### src/rtl/repair_rx_multi.sv
// Receive-side responder for the MBTRAIN repair sub-step: answers INIT/APPLY_DEGRADE/END requests.
// Optional REPAIR_RX_RETRY_EN lets a repeated earlier request re-enter its response state.
module repair_rx_multi #(
  parameter int NUM_GROUPS     = 2,
  parameter int ENC_W          = 3,
  parameter int MSG_W          = 4,
  parameter int TIMEOUT_CYCLES = 1000,
  parameter int CNT_W          = 10
) (
  input  logic                  clk,
  input  logic                  rst_n,
  input  logic                  i_en,
  input  logic [MSG_W-1:0]      i_sb_msg,
  input  logic [ENC_W-1:0]      i_sb_enc,
  input  logic                  i_sb_valid,
  input  logic                  i_busy_negedge,
  input  logic                  i_valid_tx,
  output logic [MSG_W-1:0]      o_sb_msg,
  output logic                  o_valid_rx,
  output logic [NUM_GROUPS-1:0] o_group_ok,
  output logic                  o_enc_invalid,
  output logic                  o_test_ack,
  output logic                  o_timeout
);
  // state        | meaning
  // IDLE         | disabled, waiting for i_en
  // WAIT_INIT    | waiting for INIT_REQ (timed)
  // RSP_INIT     | sending INIT_RSP
  // WAIT_DEGRADE | waiting for DEGRADE_REQ (timed)
  // RSP_DEGRADE  | sending DEGRADE_RSP
  // WAIT_END     | waiting for END_REQ (timed)
  // RSP_END      | sending END_RSP
  // DONE         | handshake complete, ack held
  // TIMEOUT      | a wait state expired, held until i_en drops
  typedef enum logic [3:0] {
    IDLE, WAIT_INIT, RSP_INIT, WAIT_DEGRADE, RSP_DEGRADE, WAIT_END, RSP_END, DONE, TIMEOUT
  } state_t;

  localparam logic [MSG_W-1:0] INIT_REQ    = MSG_W'(1);
  localparam logic [MSG_W-1:0] INIT_RSP    = MSG_W'(2);
  localparam logic [MSG_W-1:0] END_REQ     = MSG_W'(5);
  localparam logic [MSG_W-1:0] END_RSP     = MSG_W'(6);
  localparam logic [MSG_W-1:0] DEGRADE_REQ = MSG_W'(7);
  localparam logic [MSG_W-1:0] DEGRADE_RSP = MSG_W'(8);
  localparam logic [CNT_W-1:0] CNT_LAST    = CNT_W'(TIMEOUT_CYCLES - 1);

  state_t           state;
  logic [CNT_W-1:0] cnt;
  logic             pending;

  logic req_init, req_degrade, req_end, expired, enc_legal;
  state_t rsp_next;

  assign req_init    = i_sb_valid && (i_sb_msg == INIT_REQ);
  assign req_degrade = i_sb_valid && (i_sb_msg == DEGRADE_REQ);
  assign req_end     = i_sb_valid && (i_sb_msg == END_REQ);
  assign expired     = (cnt == CNT_LAST);
  // Legal encoding: at least one group usable and nothing set above the implemented groups.
  assign enc_legal   = (i_sb_enc != '0) && ((i_sb_enc >> NUM_GROUPS) == '0);

  always_comb begin
    rsp_next = IDLE;
    case (state)
      RSP_INIT:    rsp_next = WAIT_DEGRADE;
      RSP_DEGRADE: rsp_next = WAIT_END;
      RSP_END:     rsp_next = DONE;
      default:     rsp_next = IDLE;
    endcase
  end

  always_ff @(posedge clk or negedge rst_n) begin
    if (!rst_n) begin
      state         <= IDLE;
      cnt           <= '0;
      pending       <= 1'b0;
      o_sb_msg      <= '0;
      o_valid_rx    <= 1'b0;
      o_group_ok    <= '0;
      o_enc_invalid <= 1'b0;
      o_test_ack    <= 1'b0;
      o_timeout     <= 1'b0;
    end else if (!i_en) begin
      state      <= IDLE;
      cnt        <= '0;
      pending    <= 1'b0;
      o_valid_rx <= 1'b0;
      o_test_ack <= 1'b0;
      o_timeout  <= 1'b0;
    end else begin
      case (state)
        IDLE: begin
          state         <= WAIT_INIT;
          cnt           <= '0;
          o_group_ok    <= '0;
          o_enc_invalid <= 1'b0;
        end
        WAIT_INIT: begin
          if (req_init) begin
            state    <= RSP_INIT;
            o_sb_msg <= INIT_RSP;
            pending  <= 1'b1;
            cnt      <= '0;
          end else if (expired) begin
            state     <= TIMEOUT;
            o_timeout <= 1'b1;
            cnt       <= '0;
          end else cnt <= cnt + 1'b1;
        end
        WAIT_DEGRADE: begin
          if (req_degrade) begin
            state         <= RSP_DEGRADE;
            o_sb_msg      <= DEGRADE_RSP;
            pending       <= 1'b1;
            cnt           <= '0;
            o_group_ok    <= enc_legal ? i_sb_enc[NUM_GROUPS-1:0] : '0;
            o_enc_invalid <= !enc_legal;
          end
`ifdef REPAIR_RX_RETRY_EN
          else if (req_init) begin
            state    <= RSP_INIT;
            o_sb_msg <= INIT_RSP;
            pending  <= 1'b1;
            cnt      <= '0;
          end
`endif
          else if (expired) begin
            state     <= TIMEOUT;
            o_timeout <= 1'b1;
            cnt       <= '0;
          end else cnt <= cnt + 1'b1;
        end
        WAIT_END: begin
          if (req_end) begin
            state    <= RSP_END;
            o_sb_msg <= END_RSP;
            pending  <= 1'b1;
            cnt      <= '0;
          end
`ifdef REPAIR_RX_RETRY_EN
          else if (req_degrade) begin
            state         <= RSP_DEGRADE;
            o_sb_msg      <= DEGRADE_RSP;
            pending       <= 1'b1;
            cnt           <= '0;
            o_group_ok    <= enc_legal ? i_sb_enc[NUM_GROUPS-1:0] : '0;
            o_enc_invalid <= !enc_legal;
          end
`endif
          else if (expired) begin
            state     <= TIMEOUT;
            o_timeout <= 1'b1;
            cnt       <= '0;
          end else cnt <= cnt + 1'b1;
        end
        RSP_INIT, RSP_DEGRADE, RSP_END: begin
          // The request is held in pending while the TX responder owns the sideband.
          if (o_valid_rx && i_busy_negedge) begin
            o_valid_rx <= 1'b0;
            pending    <= 1'b0;
            cnt        <= '0;
            state      <= rsp_next;
            if (state == RSP_END) begin
              o_test_ack <= 1'b1;
              o_sb_msg   <= '0;
            end
          end else if (pending && !o_valid_rx && !i_valid_tx) begin
            o_valid_rx <= 1'b1;
          end
        end
        DONE, TIMEOUT: ;
        default: state <= IDLE;
      endcase
    end
  end
endmodule

### config.mk
export PLATFORM = sky130hd
export DESIGN_NAME = repair_rx_multi
export DESIGN_NICKNAME = d
export VERILOG_FILES = /design/src/rtl/repair_rx_multi.sv
export SDC_FILE = /design/constraint.sdc
export NUM_CORES = 1
export LEC_CHECK = 0
export CAP_MARGIN = 20
export CORE_UTILIZATION = 52
export CTS_BUF_LIST = sky130_fd_sc_hd__clkbuf_8
export DETAILED_ROUTE_END_ITERATION = 6
export PLACE_DENSITY_LB_ADDON = 0.05
export SYNTH_ARGS = -nofsm -noshare
export SYNTH_HDL_FRONTEND = slang
export SYNTH_SLANG_ARGS = --single-unit
### constraint.sdc
create_clock -name clk -period 3.1 [get_ports clk]
set_input_delay 0.62 -clock clk [delete_from_list [all_inputs] [get_ports clk]]
set_output_delay 0.62 -clock clk [all_outputs]
set_load 0.005 [all_outputs]
==> results.yml, run 1 <==
run_status:
  run_status: "complete, no violations"
yosys:
  synth_mux_area_share_pct: 3.431
  ys_types: 52
  post_synth_fa_ha_maj_area_fraction_pct: 0.8368
  synth.ff_latch_count: 24
  syn-cell-area_um2: 1495
  yosys_warning_count: 0
  synth.net_count: 180
  number_of_flops_mapped_to_enable_cells_by_yosys: 0
  synth_top_family_by_area: "simple AND/OR/NAND/NOR gates"
  synth.yosys.seq_area_share_pct: 40.17
  yosys.area_share.xor_xnor_pct: 1.172
  synth_area_per_cell_um2: 9.007
  synth_simple_gate_area_share_pct: 26.53
  synthFlopType: "dfrtp_1"
  asyncSetResetFlopFracSynth_pct: 100.0
  synth_compound_gate_area_share_pct: 20.33
  postSynthCellCount: 166
timing:
  max-slew-margin-rel_pct: 54.74
  post-route-period-util_pct: 76.89
  totalNegativeSetupSlack_ns: 0
  max_frequency_ghz: 0.4195
  clock_skew_ns: 0.005677
  tightestPinTransition_ns: 0.6704
  rsz0062_at_grt: "no"
  timing.final.crit_period_ns: 2.384
  maxSlewViolCount: 0
  hold_viol_final: 0
  setup_viol: 0
clock_tree:
  htree_levels: 1
  clk_pin_slew_worst_paths_ns: 0.08
  worstSkewPairLatency_ns: 0.26
  post_cts_buffers: 0
  ctsRootBufferMaster: "clkbuf_8"
  cts_hold_buf: 0
  max-clock-path-buffers: 2
  numClockSinks: 24
  cts_tree: "yes"
  postCtsResizedCells: 0
  cts-buffers-inserted: 3
power:
  power_switching_mw: 0.1744
  totalPowerFinal_mw: 0.6607
  power.leakage_nw: 0.7394
  fraction_of_power_spent_switching_nets_pct: 26.40
  power.density_cell_area_nw_per_um2: 379.9
  seq_power_share_pct: 50.8
  combinationalPowerShare_pct: 17.0
  pwr-share-clk_pct: 32.3
  ir_worst_vdd_v: 0.0002982
  internal_power_mw: 0.4863
global_route:
  use_met1_pct: 28.77
  met2_usage_pct: 36.49
  grt_pass1_vias: 1229
  grt_first_pass_wirelength_um: 5451
  gr-usage-met3_pct: 3.023
  track_usage_pct: 21.76
  global_route.peak_usage_layer: "met2"
  grt_max_degree: 25
  grt_overflow_total: 0
  number_of_antenna_violations_at_the_first_check_in_global_routing: 0
worst_hold_path:
  worst_hold_path.endpoint: "o_sb_msg[1]"
  type_of_the_tightest_min_delay_check: "flip-flop to flip-flop"
  holdCritStartpoint: "o_sb_msg[1]"
  number_of_cells_traversed_by_the_worst_hold_path: 1
setup_path:
  crit_type: "primary input to flip-flop"
  timing.critical_path.fanout_max: 11
  cp.arrival_ns: 2.54
  r2r-start: "state[2]"
  rrSetupSlack_ns: 1.07
  path_cells: "clkdlybuf4s50_1, nor4bb_1, a21oi_1, o211ai_2, nor3_1, a211o_1"
  rr_endpoint: "cnt[7]"
  critPathCaptureType: "flip-flop"
  crit_required_ns: 3.25
  slowest_stage: "clkdlybuf4s50_1"
  critical_path.max_stage_delay_ns: 0.47
  r2r_cells: 5
  setup_crit_start_kind: "primary input"
place:
  detailedPlacementHpwl_um: 2263
  routability_cong: 0.9143
  port_buffers: 21
finish:
  number_of_antenna_diodes: 0
  final_layout_size_suffix_gt1_share_pct: 10.75
  fin_nets: 201
  syn2layout_area_growth_pct: 16.32
drt:
  detail_route.first_pass.iterations: 4
  post_drt_wl_per_cell_um: 14.26
  drt_wl_total_um: 3095
  routed-via-count: 1316
  via_per_inst: 6.065
  route.detailed.drc: 0
  dr.first_iter.drc_count: 86
  final_antenna_net_count: 0
floorplan:
  io-pin-count: 23
  placeableCoreArea_um2: 2734
  num_rows: 19
  die_area_um2: 3094
  initial_utilization_pct: 54.69
  die-width_um: 55.62
  die_h_um: 55.62
job:
  timing.max_cap.violations: 0
-- worst max-delay path, delay by kind of cell --
family          cells  cell delay (ns)
compound gates      3             0.88
simple gates        2             0.56
buf+inv             1             0.47
-- per-layer routing --
metal | routed length, um | vias to the layer above
met5 | 0 | -
met4 | 33 | 0
met3 | 122 | 4
met2 | 1551 | 28
met1 | 1389 | 638
li1 | - | 646
-- flip-flops by register name, summed over array words and instances, names as in the netlist --
signal	cells
cnt	10
state	4
o_sb_msg	3
o_group_ok	2
o_enc_invalid	1
o_test_ack	1
o_timeout	1
o_valid_rx	1
pending	1
-- power groups by stage --
stage                     clock network [mW]  logic (mW)  registers, mW
final                                  0.213       0.112          0.335
after global routing                   0.229       0.127          0.338
after CTS                              0.218       0.112          0.335
after detailed placement                   0       0.111          0.341
after global placement                     0       0.109          0.342
after floorplan                            0      0.0800          0.335
-- cells by family (layout without fill, tap and decap cells) --
group                    count (synthesis)  count (layout)
AO/OA/AOI/OAI                           42              42
XOR/XNOR                                 2               2
adder cells (fa/ha/maj)                  1               1
buffers and inverters                   16              36
flip-flops                              24              24
multiplexers                             5               5
other                                    1               1
AND/OR/NAND/NOR                         75              75
-- cell type report --
class | count | area (um2)
Clock buffer | 4 | 55.05
Sequential cell | 24 | 600.6
Tap cell | 31 | 38.79
Timing Repair Buffer | 23 | 225.2
Fill cell | 225 | 994.7
Multi-Input combinational cell | 126 | 785.8
Inverter | 9 | 33.78
-- cells in the mapped netlist, types with 4 or more instances --
| master | count | share of area [%] |
|---|---|---|
| nor4_1 | 4 | 1.7 |
| a31oi_1 | 4 | 1.7 |
| a21oi_1 | 6 | 2.0 |
| nand3_1 | 6 | 2.0 |
| nand2_1 | 18 | 4.5 |
| mux2i_1 | 4 | 2.7 |
| inv_1 | 9 | 2.3 |
| nor3_1 | 8 | 2.7 |
| nor2_1 | 17 | 4.3 |
| o21ai_0 | 7 | 2.3 |
| dfrtp_1 | 24 | 40 |
-- layout by cell type, fill, tap and decap left out, types with 4 or more instances in the layout --
| cell type | n |
|---|---|
| a21oi_1 | 6 |
| a31oi_1 | 4 |
| clkbuf_8 | 4 |
| clkdlybuf4s50_1 | 21 |
| dfrtp_1 | 24 |
| inv_1 | 9 |
| mux2i_1 | 4 |
| nand2_1 | 18 |
| nand3_1 | 6 |
| nor2_1 | 17 |
| nor3_1 | 8 |
| nor4_1 | 4 |
| o21ai_0 | 7 |
-- worst max path at each step --
stage | startpoint | endpoint
after CTS | i_sb_valid | cnt[3]
after floorplan | i_sb_msg[3] | o_enc_invalid
after global routing | i_sb_valid | cnt[3]
final | i_sb_valid | cnt[3]
after detailed placement | i_sb_valid | cnt[4]
after global placement | i_sb_valid | cnt[4]
-- through the flow --
step | instances | hold WS, ns | util [%] | setup WS (ns) | cell area, um2
2_1_floorplan | 166 | 0.3244 | - | 1.150 | 1495
3_3_place_gp | 213 | 0.4631 | 61.60 | 0.5082 | 1684
3_5_place_dp | 213 | 0.4667 | 61.60 | 0.4199 | 1684
4_1_cts | 217 | 0.4862 | 63.62 | 0.7081 | 1739
5_1_grt | 217 | 0.5157 | 63.62 | 0.4531 | 1739
6_report | 217 | 0.4809 | 63.62 | 0.7163 | 1739
(Power assumes the default switching activity.)
==> run 2, diff against run 1 <==
==> constraint.sdc (replaced) <==
create_clock -name clk -period 2.2 [get_ports clk]
set_input_delay 0.44 -clock clk [delete_from_list [all_inputs] [get_ports clk]]
set_output_delay 0.44 -clock clk [all_outputs]
set_load 0.005 [all_outputs]
==> run 2 against run 1 <==
Effect of this change: clock skew about the same; flip-flop and latch count unchanged; design area up 5.2%; clock-buffer cell count unchanged.
==> results.yml, run 2 (same netlist as run 1, synthesis figures left out) <==
setup_path:
  critical_path.max_stage_delay_ns: 0.47
  timing.critical_path.fanout_max: 9
  worst-path-buf-inv: 2
  critPathCaptureType: "flip-flop"
  cp.arrival_ns: 2.12
  path_cells: "clkdlybuf4s50_1, nor4bb_1, a21oi_1, o211ai_2, buf_4, nor3_1, a211o_1"
  cp-startpoint: "i_sb_valid"
  setup_crit_start_kind: "primary input"
  cell_family_contributing_the_most_delay_on_the_critical_path: "buffers and inverters"
  crit_type: "primary input to flip-flop"
  crit_required_ns: 2.36
  slowest_stage: "clkdlybuf4s50_1"
  r2r-start: "state[2]"
global_route:
  track_usage_pct: 23.17
  grt_first_pass_wirelength_um: 5782
  grt_overflow_total: 0
  grt_max_degree: 25
  number_of_antenna_violations_at_the_first_check_in_global_routing: 0
  grt_pass1_vias: 1323
place:
  detailedPlacementHpwl_um: 2506
  port_buffers: 21
  placed_area_um2: 1774
  dpl.cell_count: 225
  routability_cong: 0.8498
drt:
  via_per_inst: 5.869
  post_drt_wl_per_cell_um: 14.32
  routed-via-count: 1344
  route.detailed.drc: 0
  detail_route.first_pass.iterations: 4
  dr.first_iter.drc_count: 48
  drt_wl_total_um: 3280
  final_antenna_net_count: 0
timing:
  rsz0062_at_grt: "no"
  totalNegativeSetupSlack_ns: 0
  max_frequency_ghz: 0.5117
  hold_slack_ns: 0.4947
  maxSlewViolCount: 0
  setup_viol: 0
  hold_viol_final: 0
  post-route-period-util_pct: 88.83
  clock_skew_ns: 0.005341
  timing.final.crit_period_ns: 1.954
clock_tree:
  cts-buffers-inserted: 3
  postCtsResizedCells: 0
  numClockSinks: 24
  clk_pin_slew_worst_paths_ns: 0.09
  worstSkewPairLatency_ns: 0.27
  ctsRootBufferMaster: "clkbuf_8"
  cts_hold_buf: 0
  cts_tree: "yes"
  post_cts_buffers: 0
  max-clock-path-buffers: 2
  htree_levels: 1
finish:
  largest_register_ff_count: 10
  syn2layout_area_growth_pct: 22.34
  layout.cells.non_filler: 229
  mostFrequentLayoutCell: "dfrtp_1"
  fin_nets: 213
  final_design_area_no_fill_um2: 1829
  most-common-layout-cells: "24 x dfrtp_1, 21 x clkdlybuf4s50_1, 18 x nand2_1"
  number_of_antenna_diodes: 0
  final_layout_size_suffix_gt1_share_pct: 16.16
  max_flop_register: "cnt"
  finish.utilization_pct: 66.91
  reg_top3: "cnt x10, state x4, o_sb_msg x3"
floorplan:
  die-width_um: 55.62
  die_h_um: 55.62
  num_rows: 19
  initial_utilization_pct: 54.69
  io-pin-count: 23
  die_area_um2: 3094
  placeableCoreArea_um2: 2734
power:
  combinationalPowerShare_pct: 19.0
  seq_power_share_pct: 49.3
  power.leakage_nw: 0.7988
  internal_power_mw: 0.7048
  power_switching_mw: 0.2552
  fraction_of_power_spent_switching_nets_pct: 26.58
  ir_worst_vdd_v: 0.0005069
  power.density_cell_area_nw_per_um2: 524.8
  pwr-share-clk_pct: 31.6
run_status:
  run_status: "complete, no violations"
worst_hold_path:
  type_of_the_tightest_min_delay_check: "flip-flop to flip-flop"
  holdCritStartpoint: "o_timeout"
job:
  timing.max_cap.violations: 0
[run 2: layout make-up]
| class | count | area, um2 |
|---|---|---|
| inverter | 9 | 33.78 |
| clock buffer | 4 | 55.05 |
| sequential | 24 | 600.6 |
| timing repair buffer | 35 | 315.3 |
| fill | 228 | 904.6 |
| tap | 31 | 38.79 |
| multi-input combinational | 126 | 785.8 |
[run 2: routing by layer]
metal	global-route usage [%]	part of all wire (%)	vias to the layer above
met1	29.24	45	649
met3	3.488	2.6	6
met4	9.643	1.3	0
li1	-	-	669
met2	39.59	51	20
met5	0	0	-
[run 2: metrics by stage]
stage / worst slack, ns / power [mW]
3_3_place_gp: 0.005720 / 0.6588
6_report: 0.2458 / 0.9601
5_1_grt: 0.1020 / 1.008
4_1_cts: 0.2472 / 0.9668
2_1_floorplan: 0.4303 / 0.5849
3_5_place_dp: -0.04414 / 0.6643
[run 2: path summary, 6_finish.rpt]
| path | to | slack [ns] | cells after the start |
|---|---|---|---|
| worst max register to register | cnt[6] | 0.29 | 6 |
| max in group asynchronous | state[1] | 1.43 | 2 |
| worst min-delay path | o_timeout | 0.49 | 1 |
| worst max-delay path | cnt[3] | 0.25 | 7 |
| worst min register to register | o_timeout | 0.49 | 1 |
| min in group asynchronous | o_test_ack | 0.53 | 2 |
[run 2: power by group through the flow]
stage	sequential (mW)	combinational [mW]	clock (mW)
finish	0.474	0.183	0.304
global route	0.476	0.203	0.330
CTS	0.473	0.184	0.310
detailed placement	0.482	0.182	0
global placement	0.480	0.178	0
floorplan	0.472	0.113	0
[run 2: worst register-to-register path: stages (launching register included)]
cell and delay, ns:
dfrtp_1 0.63, or2b_2 0.33, a21oi_1 0.22, o211ai_2 0.11, buf_4 0.17, nor4_1 0.28
a21o_1 0.11
